### config.mk
export PLATFORM = sky130hd
export DESIGN_NAME = control_pipeline
export DESIGN_NICKNAME = d
export VERILOG_FILES = /design/src/rtl/control_pkg.sv /design/src/rtl/ctrl_stage_reg.sv /design/src/rtl/control_pipeline.sv
export SDC_FILE = /design/constraint.sdc
export NUM_CORES = 1
export LEC_CHECK = 0
export ABC_AREA = 1
export ABC_CLOCK_PERIOD_IN_PS = 1600
export CORE_MARGIN = 3
export CORE_UTILIZATION = 45
export CTS_CLUSTER_SIZE = 24
export DETAILED_ROUTE_END_ITERATION = 8
export PLACE_DENSITY = 0.74
export SLEW_MARGIN = 20
export SYNTH_ARGS = -nofsm -noshare
export SYNTH_HDL_FRONTEND = slang
export SYNTH_SLANG_ARGS = --single-unit
### constraint.sdc
create_clock -name clk -period 1.6 [get_ports clk]
set_input_delay 0.24 -clock clk [delete_from_list [all_inputs] [get_ports clk]]
set_output_delay 0.24 -clock clk [all_outputs]
set_load 0.02 [all_outputs]
### src/rtl/control_pkg.sv
// Shared types and constants for the ID->EX->MEM->WB control pipeline.
package control_pkg;

  localparam int unsigned REG_W = 5;
  localparam logic [REG_W-1:0] ZR = REG_W'(31);

  localparam logic [1:0] ALU_OP_MEM = 2'b00;
  localparam logic [1:0] ALU_OP_CBZ = 2'b01;
  localparam logic [1:0] ALU_OP_R   = 2'b10;

  typedef struct packed {
    logic       uncondbranch;
    logic       branch;
    logic       mem_read;
    logic       mem_to_reg;
    logic [1:0] alu_op;
    logic       mem_write;
    logic       alu_src;
    logic       reg_write;
  } ctrl_t;

  localparam ctrl_t CTRL_BUBBLE = '0;

endpackage

### src/rtl/ctrl_stage_reg.sv
// One pipeline stage register holding control bundle, destination and valid;
// bubble loads an all-zero, invalid entry instead of the incoming one.
module ctrl_stage_reg
  import control_pkg::*;
(
  input  logic             clk,
  input  logic             rst_n,
  input  logic             bubble,
  input  ctrl_t            ctrl_in,
  input  logic [REG_W-1:0] rd_in,
  input  logic             valid_in,
  output ctrl_t            ctrl,
  output logic [REG_W-1:0] rd,
  output logic             valid
);

  ctrl_t            ctrl_d, ctrl_q;
  logic [REG_W-1:0] rd_d, rd_q;
  logic             valid_d, valid_q;

  always_comb begin
    ctrl_d  = ctrl_in;
    rd_d    = rd_in;
    valid_d = valid_in;
    if (bubble) begin
      ctrl_d  = CTRL_BUBBLE;
      rd_d    = '0;
      valid_d = 1'b0;
    end
  end

  always_ff @(posedge clk or negedge rst_n) begin
    if (!rst_n) begin
      ctrl_q  <= CTRL_BUBBLE;
      rd_q    <= '0;
      valid_q <= 1'b0;
    end else begin
      ctrl_q  <= ctrl_d;
      rd_q    <= rd_d;
      valid_q <= valid_d;
    end
  end

  assign ctrl  = ctrl_q;
  assign rd    = rd_q;
  assign valid = valid_q;

endmodule

### src/rtl/control_pipeline.sv
// Carries decode control through EX/MEM/WB, raises load-use stall, resolves
// CBZ/B in MEM with a flush, and counts stall/flush cycles (saturating).
module control_pipeline
  import control_pkg::*;
#(
  parameter int unsigned CNT_W = 16
) (
  input  logic             clk,
  input  logic             rst_n,
  input  logic             id_valid,
  input  logic             id_uncondbranch,
  input  logic             id_branch,
  input  logic             id_mem_read,
  input  logic             id_mem_to_reg,
  input  logic [1:0]       id_alu_op,
  input  logic             id_mem_write,
  input  logic             id_alu_src,
  input  logic             id_reg_write,
  input  logic [REG_W-1:0] id_rn,
  input  logic [REG_W-1:0] id_r2,
  input  logic [REG_W-1:0] id_rd,
  input  logic             mem_zero,
  output logic [1:0]       ex_alu_op,
  output logic             ex_alu_src,
  output logic [REG_W-1:0] ex_rd,
  output logic             mem_mem_read,
  output logic             mem_mem_write,
  output logic             wb_mem_to_reg,
  output logic             wb_reg_write,
  output logic [REG_W-1:0] wb_rd,
  output logic             stall,
  output logic             pc_src,
  output logic [CNT_W-1:0] stall_count,
  output logic [CNT_W-1:0] flush_count
);

  ctrl_t            id_ctrl, ex_ctrl, mem_ctrl, wb_ctrl;
  logic [REG_W-1:0] mem_rd;
  logic             ex_valid, mem_valid, wb_valid;
  logic [CNT_W-1:0] stall_cnt_d, stall_cnt_q, flush_cnt_d, flush_cnt_q;
  logic             unused_wb;

  assign id_ctrl = '{uncondbranch: id_uncondbranch, branch: id_branch,
                     mem_read: id_mem_read, mem_to_reg: id_mem_to_reg,
                     alu_op: id_alu_op, mem_write: id_mem_write,
                     alu_src: id_alu_src, reg_write: id_reg_write};

  // Branch resolution in MEM outranks the load-use check.
  assign pc_src = mem_valid & (mem_ctrl.uncondbranch | (mem_ctrl.branch & mem_zero));
  assign stall  = id_valid & ~pc_src & ~id_uncondbranch & ex_valid & ex_ctrl.mem_read &
                  (ex_rd != ZR) & ((id_rn == ex_rd) | (id_r2 == ex_rd));

  ctrl_stage_reg u_ex (
    .clk(clk), .rst_n(rst_n), .bubble(pc_src | stall | ~id_valid),
    .ctrl_in(id_ctrl), .rd_in(id_rd), .valid_in(id_valid),
    .ctrl(ex_ctrl), .rd(ex_rd), .valid(ex_valid)
  );

  ctrl_stage_reg u_mem (
    .clk(clk), .rst_n(rst_n), .bubble(pc_src),
    .ctrl_in(ex_ctrl), .rd_in(ex_rd), .valid_in(ex_valid),
    .ctrl(mem_ctrl), .rd(mem_rd), .valid(mem_valid)
  );

  ctrl_stage_reg u_wb (
    .clk(clk), .rst_n(rst_n), .bubble(1'b0),
    .ctrl_in(mem_ctrl), .rd_in(mem_rd), .valid_in(mem_valid),
    .ctrl(wb_ctrl), .rd(wb_rd), .valid(wb_valid)
  );

  always_comb begin
    stall_cnt_d = stall_cnt_q;
    flush_cnt_d = flush_cnt_q;
    if (stall && (stall_cnt_q != {CNT_W{1'b1}})) stall_cnt_d = stall_cnt_q + CNT_W'(1);
    if (pc_src && (flush_cnt_q != {CNT_W{1'b1}})) flush_cnt_d = flush_cnt_q + CNT_W'(1);
  end

  always_ff @(posedge clk or negedge rst_n) begin
    if (!rst_n) begin
      stall_cnt_q <= '0;
      flush_cnt_q <= '0;
    end else begin
      stall_cnt_q <= stall_cnt_d;
      flush_cnt_q <= flush_cnt_d;
    end
  end

  assign ex_alu_op     = ex_ctrl.alu_op;
  assign ex_alu_src    = ex_ctrl.alu_src;
  assign mem_mem_read  = mem_ctrl.mem_read;
  assign mem_mem_write = mem_ctrl.mem_write;
  assign wb_mem_to_reg = wb_ctrl.mem_to_reg;
  assign wb_reg_write  = wb_ctrl.reg_write;
  assign stall_count   = stall_cnt_q;
  assign flush_count   = flush_cnt_q;

  // WB only exposes write-back controls; the rest of its bundle ends here.
  assign unused_wb = ^{wb_ctrl, wb_valid};

endmodule

==> flow_metrics.py <==
metrics = {
    "logic_synthesis": {
        "synth-edff-count": 0,
        "ys_warn_count": 0,
        "synth_area_per_cell_um2": 7.91,
        "synth_area_mm2": 0.00329,
        "synthArstFlopShare": 1.00,
        "synth.yosys.seq_area_share": 0.502,
        "yosys_register_bits": 66,
        "synthCells": 416,
        "ys.flop_type": "dfrtp_1",
        "ys_types": 26,
        "synthesis.nets": 446,
    },
    "setup_path": {
        "slowest_delay_ps": 450,
        "cp_cell_sequence": "nand2_1, clkinv_1, nor2_1, nor2_1, nand3_1, nand2_2, nand2_2, inv_2, buf_6",
        "end_kind": "primary output",
        "regToRegStartpoint": "u_ex.rd[0]",
        "arrival_ps": 1460,
        "rr_worst_depth": 11,
        "crit_family": "simple AND/OR/NAND/NOR gates",
        "critPathLaunch": "u_ex.rd[0]",
        "crit_path_max_fanout": 6,
        "critPathBufInv": 3,
        "critPathRequiredTime_ps": 1360,
        "start_kind": "register",
        "crit_cells": 9,
        "path_class": "reg -> out",
        "cpMaxStageDelayCell": "dfrtp_2",
    },
    "power_and_ir_drop": {
        "vdd_drop_max_mv": 0.517,
        "intPower_uw": 3120,
        "sequentialPowerShare": 0.438,
        "powerDensity_mw_per_mm2": 931,
        "power_uw": 4440,
        "total_leakage_power_uw": 0.00247,
        "clockPowerShare": 0.356,
        "swShare": 0.296,
        "power.switching_uw": 1310,
        "p_comb_frac": 0.206,
    },
    "cells_and_area": {
        "areaGrowthSynthToFinish_pct": 44.8,
        "antennaDiodeCount": 0,
        "final_nets": 564,
        "design_area_mm2": 0.00477,
        "nFillCells": 580,
        "mostFrequentLayoutCell": "nand2_1",
        "drive_gt1_frac": 0.202,
        "layout_common_cells": "111 x nand2_1, 55 x inv_1, 55 x dfrtp_1, 54 x nor2_1, 38 x clkdlybuf4s50_1",
        "final_core_util": 0.686,
    },
    "floorplanning": {
        "num_rows": 30,
        "coreArea_mm2": 0.00694,
        "initial_utilization": 0.474,
        "ios": 79,
        "die-area_mm2": 0.00838,
        "fp.dieW_um": 91.5,
        "dieHeight_um": 91.5,
    },
    "global_route": {
        "grt_pass1_wl_um": 13100,
        "grt_pass1_vias": 2977,
        "grt_max_degree": 30,
        "track_usage": 0.192,
        "gr-total-overflow": 0,
        "antenna_found_initial": 0,
    },
    "sta": {
        "hold_violations": 0,
        "setup_viol": 1,
        "slew_violations": 0,
        "skew_ps": 9.06,
        "fmax_ghz": 0.587,
        "slew_headroom": 0.691,
        "worst_slew_pin_slew_ps": 464,
        "rsz0062_at_grt": "yes",
        "min_period_ps": 1700,
        "fin_ws_ps": -103,
        "finalCritPeriodShare": 1.06,
    },
    "cts": {
        "htreeDepth": 3,
        "clk_pin_slew_ps": 70,
        "worstSkewPairLatency_ps": 350,
        "numCtsBuffers": 9,
        "clock-root-buffer": "clkbuf_8",
        "cts_tree": "built",
        "clkSinkCount": 66,
        "clockBufferDepth": 2,
    },
    "detailed_routing": {
        "drt-pass1-iter-count": 4,
        "ant_nets": 0,
        "via_per_inst": 4.82,
        "vias": 3059,
        "drt_iter0_drc": 114,
        "drc_errors": 0,
        "wire_per_inst_um": 12.4,
        "drt-total-wl_um": 7860,
    },
    "worst_hold_path": {
        "hold_path_depth": 0,
        "min-delay-start": "u_mem.rd[3]",
        "min_path_type": "reg -> reg",
    },
    "placed_design": {
        "io_buffers": 78,
        "place_area_mm2": 0.00442,
        "place_hpwl_um": 5740,
        "gp_congestion": 0.895,
    },
    "job": {
        "maxCapViolCount": 0,
    },
    "status": {
        "outcome": "finished, violations left",
        "violations": "negative setup slack",
    },
}
-- state kept, by name (all words and copies together) (netlist names) --
signal       flops
u_mem.valid      1
u_ex.rd          5
u_wb.ctrl        2
u_mem.rd         5
u_ex.valid       1
stall_count     16
u_mem.ctrl       6
u_ex.ctrl        9
flush_count     16
u_wb.rd          5
-- worst paths after layout --
| path | endpoint | slack [ps] |
|---|---|---|
| worst max-delay path | stall | -100 |
| worst min-delay path | u_wb.rd[3] | 350 |
| worst max register to register | stall_count[7] | 30 |
| worst min register to register | u_wb.rd[3] | 350 |
| max in group asynchronous | u_ex.ctrl[6] | 720 |
| min in group asynchronous | stall_count[10] | 370 |
-- kinds of logic (layout without fill, tap and decap cells) --
family,Yosys count,in the layout,share of synthesized area
AO/OA/AOI/OAI,7,7,0.0114
XOR/XNOR,20,20,0.0532
adder cells (fa/ha/maj),2,2,0.00760
buffers and inverters,74,196,0.0932
flip-flops,66,66,0.502
AND/OR/NAND/NOR,247,248,0.333
-- cell type report --
class,count,area (um2),area share
inverters,64,240,0.0504
flip-flops and latches,66,1670,0.349
well taps,96,120,0.0252
multi-input cells,277,1430,0.300
repair buffers,116,1090,0.228
clock buffers,9,124,0.0260
clock inverters,7,101,0.0213
-- routing by layer --
metal  up-vias  GRT usage  wire (um)
met5         -          0          0
met4         0     0.0917        138
met3        11     0.0464        502
met2        95      0.323       3800
met1      1431      0.230       3420
li1       1522          -          -
-- through the flow --
step | std cells | setup TNS [ps] | setup WS (ps) | hold slack [ps]
after global placement | 611 | -7340 | -484 | 213
after global routing | 635 | -1480 | -235 | 363
after detailed placement | 611 | -9150 | -516 | 216
after CTS | 628 | -176 | -139 | 353
after floorplan | 416 | 0 | 8.35 | -55.6
final | 635 | -103 | -103 | 349
-- Yosys cell counts (3+ instances only) --
cell type	instances	area [um2]
nand2_1	124	465
dfrtp_1	66	1650
nor2_1	60	225
inv_1	56	210
nand4_1	25	156
nand3_1	19	95.1
xor2_1	14	123
nor3_1	9	45.0
inv_2	6	22.5
xnor2_1	6	52.6
buf_2	5	25.0
o21ai_1	4	20.0
buf_4	3	22.5
-- power by group through the flow --
stage	combinational, uW	sequential, uW	clock, uW
after floorplan	277	2100	0
after global placement	927	1960	0
after detailed placement	940	1970	0
after CTS	885	1940	1620
after global routing	1010	1960	1700
final	913	1940	1580
-- repair_timing --
| item | in CTS | in global routing |
|---|---|---|
| gates cloned | 0 | 1 |
| pin swaps | 2 | 8 |
| gates resized for setup | 46 | 38 |
| hold endpoints to repair | 16 | 0 |
| buffers inserted | 0 | 6 |
| endpoints found under the setup margin | 53 | 41 |
| hold buffers | 1 | 0 |
Power figures use the tool's default switching activity.
